<file path="config.mk">
export PLATFORM = sky130hd
export DESIGN_NAME = muldiv_seq
export DESIGN_NICKNAME = d
export VERILOG_FILES = /design/src/rtl/muldiv_pkg.sv /design/src/rtl/muldiv_step.sv /design/src/rtl/muldiv_seq.sv
export SDC_FILE = /design/constraint.sdc
export NUM_CORES = 1
export LEC_CHECK = 0
export CAP_MARGIN = 20
export CELL_PAD_IN_SITES_DETAIL_PLACEMENT = 0
export CELL_PAD_IN_SITES_GLOBAL_PLACEMENT = 1
export CORE_MARGIN = 4
export CORE_UTILIZATION = 35
export CTS_BUF_LIST = sky130_fd_sc_hd__clkbuf_2 sky130_fd_sc_hd__clkbuf_4 sky130_fd_sc_hd__clkbuf_8
export DETAILED_ROUTE_END_ITERATION = 16
export PLACE_DENSITY_LB_ADDON = 0.1
export SYNTH_ARGS = -nofsm -noshare
export SYNTH_HDL_FRONTEND = slang
export SYNTH_SLANG_ARGS = --single-unit
</file>
<file path="constraint.sdc">
create_clock -name clk -period 6.2 [get_ports clk]
set_clock_uncertainty 0.2 [all_clocks]
set_input_delay 1.86 -clock clk [delete_from_list [all_inputs] [get_ports clk]]
set_output_delay 1.86 -clock clk [all_outputs]
set_load 0.02 [all_outputs]
</file>
<file path="src/rtl/muldiv_pkg.sv">
// Shared encodings for the iterative multiply/divide unit: operation codes,
// FSM states and the divide-by-zero result pattern.
package muldiv_pkg;

  typedef enum logic [1:0] {
    OP_MUL  = 2'b00,
    OP_MLA  = 2'b01,
    OP_UDIV = 2'b10,
    OP_SDIV = 2'b11
  } op_t;

  typedef enum logic [1:0] {
    S_IDLE = 2'b00,
    S_RUN  = 2'b01,
    S_DONE = 2'b10
  } state_t;

  // All-ones pattern wide enough for any supported WIDTH; users slice the low bits.
  localparam logic [63:0] DIV0_RESULT = '1;

endpackage

</file>
<file path="src/rtl/muldiv_step.sv">
// One radix-2 iteration: shift-add for MUL/MLA, restoring subtract for divides.
// Purely combinational; the caller registers work/quotient between steps.
module muldiv_step
  import muldiv_pkg::*;
#(
  parameter int WIDTH = 32,
  parameter int CNT_W = 6
) (
  input  op_t              op_i,
  input  logic [WIDTH-1:0] work_i,
  input  logic [WIDTH-1:0] quo_i,
  input  logic [WIDTH-1:0] a_i,
  input  logic [WIDTH-1:0] b_i,
  input  logic [CNT_W-1:0] idx_i,
  output logic [WIDTH-1:0] work_o,
  output logic [WIDTH-1:0] quo_o
);

  localparam int IDX_W = $clog2(WIDTH);

  logic             is_div;
  logic [IDX_W-1:0] mul_idx;
  logic [IDX_W-1:0] div_idx;
  logic [WIDTH:0]   rem_sh;

  assign is_div  = (op_i == OP_UDIV) || (op_i == OP_SDIV);
  assign mul_idx = idx_i[IDX_W-1:0];
  // Divides walk the dividend from its MSB down while the counter counts up.
  assign div_idx = IDX_W'(WIDTH - 1) - mul_idx;
  assign rem_sh  = {work_i, a_i[div_idx]};

  // NOTE: every output gets a default before any branch so no latch is inferred.
  always_comb begin
    work_o = work_i;
    quo_o  = quo_i;
    if (!is_div) begin
      if (b_i[mul_idx]) work_o = work_i + (a_i << idx_i);
    end else if (rem_sh >= {1'b0, b_i}) begin
      work_o         = WIDTH'(rem_sh - {1'b0, b_i});
      quo_o[div_idx] = 1'b1;
    end else begin
      work_o = rem_sh[WIDTH-1:0];
    end
  end

endmodule

</file>
<file path="src/rtl/muldiv_seq.sv">
// Iterative MUL/MLA/UDIV unit, one radix-2 step per cycle, WIDTH cycles per op.
// Define MULDIV_SIGNED_DIV_EN to make op=11 a signed divide; otherwise it is UDIV.
module muldiv_seq
  import muldiv_pkg::*;
#(
  parameter int WIDTH = 32,
  parameter int CNT_W = 6
) (
  input  logic             clk,
  input  logic             reset,
  input  logic             start,
  input  logic [1:0]       op,
  input  logic [WIDTH-1:0] a,
  input  logic [WIDTH-1:0] b,
  input  logic [WIDTH-1:0] acc,
  output logic             busy,
  output logic             done,
  output logic [WIDTH-1:0] result,
  output logic             div_by_zero
);

  state_t           state_q, state_d;
  op_t              op_q, op_d;
  logic [CNT_W-1:0] cnt_q, cnt_d;
  logic [WIDTH-1:0] a_q, a_d;
  logic [WIDTH-1:0] b_q, b_d;
  logic [WIDTH-1:0] work_q, work_d;
  logic [WIDTH-1:0] quo_q, quo_d;
  logic [WIDTH-1:0] result_q, result_d;
  logic             dbz_q, dbz_d;
`ifdef MULDIV_SIGNED_DIV_EN
  logic             neg_q, neg_d;
`endif

  logic [WIDTH-1:0] step_work;
  logic [WIDTH-1:0] step_quo;
  logic             op_is_div;

  muldiv_step #(
    .WIDTH (WIDTH),
    .CNT_W (CNT_W)
  ) u_step (
    .op_i   (op_q),
    .work_i (work_q),
    .quo_i  (quo_q),
    .a_i    (a_q),
    .b_i    (b_q),
    .idx_i  (cnt_q),
    .work_o (step_work),
    .quo_o  (step_quo)
  );

  assign op_is_div = op[1];

  always_comb begin
    state_d  = state_q;
    op_d     = op_q;
    cnt_d    = cnt_q;
    a_d      = a_q;
    b_d      = b_q;
    work_d   = work_q;
    quo_d    = quo_q;
    result_d = result_q;
    dbz_d    = dbz_q;
`ifdef MULDIV_SIGNED_DIV_EN
    neg_d    = neg_q;
`endif
    unique case (state_q)
      S_IDLE, S_DONE: begin
        if (start) begin
          op_d   = op_t'(op);
          a_d    = a;
          b_d    = b;
          cnt_d  = '0;
          quo_d  = '0;
          work_d = (op_t'(op) == OP_MLA) ? acc : '0;
`ifdef MULDIV_SIGNED_DIV_EN
          neg_d  = 1'b0;
          if (op_t'(op) == OP_SDIV) begin
            a_d   = a[WIDTH-1] ? -a : a;
            b_d   = b[WIDTH-1] ? -b : b;
            neg_d = a[WIDTH-1] ^ b[WIDTH-1];
          end
`endif
          // A zero divisor short-circuits straight to DONE with the sentinel result.
          if (op_is_div && (b == '0)) begin
            state_d  = S_DONE;
            result_d = DIV0_RESULT[WIDTH-1:0];
            dbz_d    = 1'b1;
          end else begin
            state_d = S_RUN;
          end
        end else if (state_q == S_DONE) begin
          state_d = S_IDLE;
        end
      end
      S_RUN: begin
        work_d = step_work;
        quo_d  = step_quo;
        cnt_d  = cnt_q + 1'b1;
        if (cnt_q == CNT_W'(WIDTH - 1)) begin
          state_d = S_DONE;
          dbz_d   = 1'b0;
          if ((op_q == OP_UDIV) || (op_q == OP_SDIV)) begin
`ifdef MULDIV_SIGNED_DIV_EN
            result_d = neg_q ? -step_quo : step_quo;
`else
            result_d = step_quo;
`endif
          end else begin
            result_d = step_work;
          end
        end
      end
      default: state_d = S_IDLE;
    endcase
  end

  // NOTE: state registers use non-blocking assignments so every flop samples pre-edge values.
  always_ff @(posedge clk or posedge reset) begin
    if (reset) begin
      state_q  <= S_IDLE;
      op_q     <= OP_MUL;
      cnt_q    <= '0;
      a_q      <= '0;
      b_q      <= '0;
      work_q   <= '0;
      quo_q    <= '0;
      result_q <= '0;
      dbz_q    <= 1'b0;
`ifdef MULDIV_SIGNED_DIV_EN
      neg_q    <= 1'b0;
`endif
    end else begin
      state_q  <= state_d;
      op_q     <= op_d;
      cnt_q    <= cnt_d;
      a_q      <= a_d;
      b_q      <= b_d;
      work_q   <= work_d;
      quo_q    <= quo_d;
      result_q <= result_d;
      dbz_q    <= dbz_d;
`ifdef MULDIV_SIGNED_DIV_EN
      neg_q    <= neg_d;
`endif
    end
  end

  assign busy        = (state_q == S_RUN);
  assign done        = (state_q == S_DONE);
  assign result      = result_q;
  assign div_by_zero = dbz_q;

endmodule

</file>
==> results.toml, run 1 <==
[detailed_routing]
highest-signal-layer = "met4"
routed-via-count = 12640
drt_drc_violations_left = 0
route.antenna.remaining_nets = 0
drt-vias-per-instance = 5.62
initialDrtViolationCount = 804
wl_per_cell_um = 22.1
route.final.wire_length_um = 49800
dr_wl_met3_um = 2030
met1_length_um = 22300
dr_wl_met2_um = 23400
drt-pass1-iter-count = 5

[worst_hold_path]
hold_class = "register to register"
worstHoldPathCells = 1
hold_end = "div_by_zero$_DFFE_PP0P_"
hp-start = "div_by_zero$_DFFE_PP0P_"

[setup_path]
critical_path.reg2reg.endpoint = "work_q[30]$_DFFE_PP0P_"
ff2ff_path_depth = 19
reg2reg_slack_ns = 0.70
critical_path_required_ns = 6.36
critPathMaxFanout = 13
worst_setup_path_end_kind = "register"
crit_type = "register to register"
worstReg2RegStart = "cnt_q[1]$_DFFE_PP0P_"
crit_arrival_ns = 5.65
setup.worst_path.start_class = "register"

[logic_synthesis]
synth.lib_cells_used.distinct = 74
synth.net_count = 1818
top_reg_cell_synth = "sky130_fd_sc_hd__dfrtp_1"
synth.avg_cell_area_um2 = 8.12
synth_edf_count = 0
postSynthRegisterBits = 170
yosysSeqAreaShare = 0.318
mappedNetlistArea_um2 = 13400
synthesis.yosys.warnings = 0
async_s_r_ff_share_synth = 1.00
post_synth_inst_count = 1648

[die]
floorplan.die.width_um = 204
rows = 71
die_area_um2 = 41400
floorplan.initialDensity = 0.355
core_area_um2 = 37700
io_pins = 136
die_height_um = 204

[sta]
setup_repair_after_global_routing_missed_its_margin = "no"
report.final.hold_viol_count = 0
least_margin_pin_slew_ns = 1.04
post-route-period-util = 0.887
slew_headroom = 0.303
final_total_negative_setup_slack_ns = 0
report.final.setup_viol = 0
slew_viol_final = 0
finalCriticalPeriod_ns = 5.50
maxClockFrequency_mhz = 182

[clock_network]
clock-root-buffer = "sky130_fd_sc_hd__clkbuf_8"
post_cts_resize_count = 0
clkSinkCount = 170
cts_hold_buffers = 0
cts_tree = "done"
number_of_h_tree_branching_levels = 4
clock_tree.buffer_depth = 2
cts_buffers = 17
post-cts-setup-buffer-count = 0
clk_transition_reported_paths_ns = 0.10
source_to_sink_clock_delay_at_the_later_pin_of_the_worst_skew_pair_ns = 0.49

[placed_design]
gp_congestion = 0.938
buffer_ports.inserted = 135
dp_hpwl_um = 38300

[layout]
layout.cells.most_common = "sky130_fd_sc_hd__nand2_1"
drive_above_1_share = 0.0816
mostFrequentLayoutCells = "sky130_fd_sc_hd__nand2_1 (238), sky130_fd_sc_hd__dfrtp_1 (168), sky130_fd_sc_hd__a21oi_1 (162)"
synthToLayoutAreaGrowth_pct = 17.7
nNetsFinal = 1897
n_antenna_cell = 0

[run_status]
outcome = "finished clean"

[global_routing]
grt_start_max_net_pins = 132
grt_first_pass_wirelength_um = 76500
groute.usage.overall = 0.240
number_of_antenna_violations_at_the_first_check_in_global_routing = 0
grt_pass1_vias = 12745
gr-total-overflow = 0

[run]
max_cap_viol_count = 0
## worst max-delay path by stage
stage | to | cells past startpoint | start | slack, ns
2_1_floorplan | work_q[31]$_DFFE_PP0P_ | 23 | cnt_q[1]$_DFFE_PP0P_ | 0.84
3_3_place_gp | result[5]$_DFFE_PP0P_ | 10 | b[28] | 0.62
3_5_place_dp | result[5]$_DFFE_PP0P_ | 10 | b[28] | 0.58
4_1_cts | work_q[30]$_DFFE_PP0P_ | 19 | cnt_q[1]$_DFFE_PP0P_ | 0.71
5_1_grt | work_q[30]$_DFFE_PP0P_ | 19 | cnt_q[0]$_DFFE_PP0P_ | 0.44
6_report | work_q[30]$_DFFE_PP0P_ | 19 | cnt_q[1]$_DFFE_PP0P_ | 0.70
## routing by layer
metal  vias up  track usage
met2       318        0.392
met5         -            0
met4         0       0.0971
li1       6123            -
met1      6122        0.319
met3        77       0.0375
## logic make-up (layout without fill, tap and decap cells)
logic type,after synthesis,in the layout,synth area share
DFF,170,170,0.318
muxes,103,103,0.101
and+or+nand+nor,562,562,0.188
xor gates and xnor gates,47,47,0.0308
buffers and inverters,164,256,0.0487
adders and majority gates,69,69,0.0656
AOI/OAI and AO/OA,533,533,0.249
## area by class of cell
class                      instances  area, µm²
clock inverter                    11        191
multi-input combinational       1314       8510
clock buffer                      21        277
inverter                          57        218
fill                            3922      21900
timing repair buffer             167       1650
tap                              511        639
sequential                       170       4260
## cells in the mapped netlist (22+ instances only)
cell type                  instances  area share
sky130_fd_sc_hd__mux2i_1          56       0.042
sky130_fd_sc_hd__a211oi_1         36       0.020
sky130_fd_sc_hd__a31oi_1          30       0.014
sky130_fd_sc_hd__ha_1             67       0.063
sky130_fd_sc_hd__clkbuf_1         74       0.021
sky130_fd_sc_hd__dfrtp_1         170        0.32
sky130_fd_sc_hd__o21ai_0         142       0.053
sky130_fd_sc_hd__nor2_1          157       0.044
sky130_fd_sc_hd__mux2_2           24       0.020
sky130_fd_sc_hd__xnor2_1          30       0.020
sky130_fd_sc_hd__a21o_1           32       0.018
sky130_fd_sc_hd__nand2_1         238       0.067
sky130_fd_sc_hd__and3_1           38       0.018
sky130_fd_sc_hd__mux4_2           23       0.039
sky130_fd_sc_hd__a21oi_1         162       0.061
sky130_fd_sc_hd__o21a_1           22       0.012
sky130_fd_sc_hd__inv_1            54       0.015
## worst max-delay path, cell delays in order (launching register included)
cell,delay (ns)
sky130_fd_sc_hd__dfrtp_2,0.57
sky130_fd_sc_hd__mux4_2,0.54
sky130_fd_sc_hd__and2_1,0.17
sky130_fd_sc_hd__a31oi_1,0.33
sky130_fd_sc_hd__nor2_1,0.07
sky130_fd_sc_hd__a21oi_1,0.16
sky130_fd_sc_hd__mux2_2,0.24
sky130_fd_sc_hd__ha_1,0.17
sky130_fd_sc_hd__inv_1,0.05
sky130_fd_sc_hd__fa_1,0.40
sky130_fd_sc_hd__a21o_1,0.19
sky130_fd_sc_hd__a31o_2,0.26
sky130_fd_sc_hd__a211o_1,0.34
sky130_fd_sc_hd__and3_1,0.21
sky130_fd_sc_hd__o211ai_1,0.29
sky130_fd_sc_hd__a21oi_1,0.16
sky130_fd_sc_hd__o2111a_1,0.30
sky130_fd_sc_hd__or3_1,0.35
sky130_fd_sc_hd__a31oi_1,0.26
sky130_fd_sc_hd__a211oi_1,0.11
## stage by stage
stage	worst slack [ns]	area [µm²]	std cells	utilization	hold WS, ns
2_1_floorplan	0.839	13400	1648	-	0.241
4_1_cts	0.711	15700	2251	0.418	0.300
5_1_grt	0.444	15700	2251	0.418	0.320
3_3_place_gp	0.617	15300	2219	0.406	0.270
6_report	0.703	15700	2251	0.418	0.293
3_5_place_dp	0.580	15300	2219	0.406	0.277
## sequential cells by signal, summed over array words and instances (netlist names)
register,count
quo_q,32
a_q,32
op_q,1
result,32
work_q,32
b_q,32
cnt_q,6
state_q,2
div_by_zero,1
Power of run 1 is left out: the tool's default activity adds up to more than one toggle a clock period on the data nets, which glitch-free logic cannot reach.
==> run 2: changes to the inputs <==
--- a/config.mk
+++ b/config.mk
@@ -6,13 +6,10 @@
 export NUM_CORES = 1
 export LEC_CHECK = 0
 export CAP_MARGIN = 20
-export CELL_PAD_IN_SITES_DETAIL_PLACEMENT = 0
-export CELL_PAD_IN_SITES_GLOBAL_PLACEMENT = 1
 export CORE_MARGIN = 4
 export CORE_UTILIZATION = 35
 export CTS_BUF_LIST = sky130_fd_sc_hd__clkbuf_2 sky130_fd_sc_hd__clkbuf_4 sky130_fd_sc_hd__clkbuf_8
 export DETAILED_ROUTE_END_ITERATION = 16
-export PLACE_DENSITY_LB_ADDON = 0.1
 export SYNTH_ARGS = -nofsm -noshare
 export SYNTH_HDL_FRONTEND = slang
 export SYNTH_SLANG_ARGS = --single-unit
==> results.toml, run 2 (same netlist as run 1, synthesis figures left out) <==
[run_status]
outcome = "finished clean"

[sta]
post-route-period-util = 0.872
final_total_negative_setup_slack_ns = 0
slew_viol_final = 0
finalCriticalPeriod_ns = 5.41
least_margin_pin_slew_ns = 0.930
maxClockFrequency_mhz = 185
slew_headroom = 0.375
setup_repair_after_global_routing_missed_its_margin = "no"
report.final.setup_viol = 0
report.final.hold_viol_count = 0

[global_routing]
grt_start_max_net_pins = 81
grt_pass1_vias = 12153
number_of_antenna_violations_at_the_first_check_in_global_routing = 0
groute.usage.overall = 0.223
gr-total-overflow = 0
grt_first_pass_wirelength_um = 72100

[die]
io_pins = 136
die_height_um = 204
rows = 71
floorplan.die.width_um = 204
floorplan.initialDensity = 0.355
core_area_um2 = 37700
die_area_um2 = 41400

[clock_network]
clkSinkCount = 170
clk_transition_reported_paths_ns = 0.10
post-cts-setup-buffer-count = 0
clock-root-buffer = "sky130_fd_sc_hd__clkbuf_8"
clock_tree.buffer_depth = 2
source_to_sink_clock_delay_at_the_later_pin_of_the_worst_skew_pair_ns = 0.51
number_of_h_tree_branching_levels = 4
cts_buffers = 17
cts_tree = "done"
cts_hold_buffers = 0
post_cts_resize_count = 0

[placed_design]
gp_congestion = 0.983
buffer_ports.inserted = 135
placed_instance_count = 2213
dp_hpwl_um = 36000

[layout]
n_antenna_cell = 0
drive_above_1_share = 0.0779
nNetsFinal = 1891
layout.cells.most_common = "sky130_fd_sc_hd__nand2_1"
mostFrequentLayoutCells = "sky130_fd_sc_hd__nand2_1 (238), sky130_fd_sc_hd__dfrtp_1 (168), sky130_fd_sc_hd__a21oi_1 (162)"
synthToLayoutAreaGrowth_pct = 16.6
num-fill-cells = 3920
finalNonFillerCells = 2245

[detailed_routing]
wl_per_cell_um = 20.9
drt-vias-per-instance = 5.67
drt-pass1-iter-count = 5
routed-via-count = 12735
drt_drc_violations_left = 0
route.final.wire_length_um = 47000
initialDrtViolationCount = 1004
route.antenna.remaining_nets = 0

[worst_hold_path]
hold_class = "register to register"
hold_end = "div_by_zero$_DFFE_PP0P_"
hp-start = "div_by_zero$_DFFE_PP0P_"
worstHoldPathCells = 1

[setup_path]
critPathMaxFanout = 44
critical_path_required_ns = 6.36
reg2reg_slack_ns = 0.79
worst_setup_path_end_kind = "register"
crit_arrival_ns = 5.57
ff2ff_path_depth = 20
worstReg2RegStart = "cnt_q[1]$_DFFE_PP0P_"
setup.worst_path.start_class = "register"
crit_type = "register to register"
critical_path.reg2reg.endpoint = "work_q[30]$_DFFE_PP0P_"

[run]
max_cap_viol_count = 0
[run 2: cell count changes in the layout (fill, tap and decap cells not counted)]
| cell | previous run | this run |
|---|---|---|
| sky130_fd_sc_hd__buf_4 | 27 | 22 |
| sky130_fd_sc_hd__nand2b_1 | 12 | 13 |
| sky130_fd_sc_hd__inv_6 | 1 | 4 |
| sky130_fd_sc_hd__clkbuf_4 | 2 | 1 |
| sky130_fd_sc_hd__buf_12 | 5 | 4 |
| sky130_fd_sc_hd__nand2b_2 | 1 | 0 |
| sky130_fd_sc_hd__clkinvlp_4 | 1 | 3 |
| sky130_fd_sc_hd__bufinv_16 | 5 | 1 |
[run 2: metrics by stage]
stage	utilization	setup slack [ns]	cell area, µm²	hold WS (ns)
detailed placement	0.404	0.847	15200	0.269
global route	0.414	0.376	15600	0.311
floorplan	-	0.839	13400	0.241
CTS	0.414	0.843	15600	0.288
global placement	0.404	0.979	15200	0.262
finish	0.414	0.794	15600	0.285
[run 2: worst max-delay path, stage by stage, from the launching register on]
cell and delay (ns):
sky130_fd_sc_hd__dfrtp_2 0.54, sky130_fd_sc_hd__buf_12 0.29, sky130_fd_sc_hd__mux2i_1 0.32, sky130_fd_sc_hd__nand2_1 0.09, sky130_fd_sc_hd__a31oi_1 0.36, sky130_fd_sc_hd__nor2_1 0.07, sky130_fd_sc_hd__a21oi_1 0.17, sky130_fd_sc_hd__mux2_2 0.24
sky130_fd_sc_hd__ha_1 0.17, sky130_fd_sc_hd__inv_1 0.05, sky130_fd_sc_hd__fa_1 0.40, sky130_fd_sc_hd__a21o_1 0.19, sky130_fd_sc_hd__a31o_2 0.25, sky130_fd_sc_hd__a211o_1 0.34, sky130_fd_sc_hd__and3_1 0.21, sky130_fd_sc_hd__o211ai_1 0.30
sky130_fd_sc_hd__a21oi_1 0.15, sky130_fd_sc_hd__o2111a_1 0.28, sky130_fd_sc_hd__or3_1 0.34, sky130_fd_sc_hd__a31oi_1 0.20, sky130_fd_sc_hd__a211oi_1 0.10
[run 2: cell type report]
cell class	instances	area, µm²	area share
Timing Repair Buffer	161	1600	0.102
Clock buffer	20	269	0.0172
Sequential cell	170	4260	0.273
Multi-Input combinational cell	1314	8510	0.545
Tap cell	511	639	0.0410
Clock inverter	12	113	0.00722
Inverter	57	218	0.0140
[run 2: per-layer routing]
layer	GRT usage	part of all wire	routed length (µm)
met2	0.361	0.47	21900
met3	0.0370	0.049	2300
met5	0	0	0
met4	0.0829	0.037	1730
met1	0.302	0.45	21000
[run 2: worst max path at each step]
stage / end / start / slack, ns
floorplan: work_q[31]$_DFFE_PP0P_ / cnt_q[1]$_DFFE_PP0P_ / 0.84
global placement: result[9]$_DFFE_PP0P_ / b[28] / 0.98
detailed placement: result[5]$_DFFE_PP0P_ / b[28] / 0.85
CTS: work_q[30]$_DFFE_PP0P_ / cnt_q[1]$_DFFE_PP0P_ / 0.84
global route: work_q[30]$_DFFE_PP0P_ / cnt_q[1]$_DFFE_PP0P_ / 0.38
finish: work_q[30]$_DFFE_PP0P_ / cnt_q[1]$_DFFE_PP0P_ / 0.79
Power of run 2 is left out for the same reason.
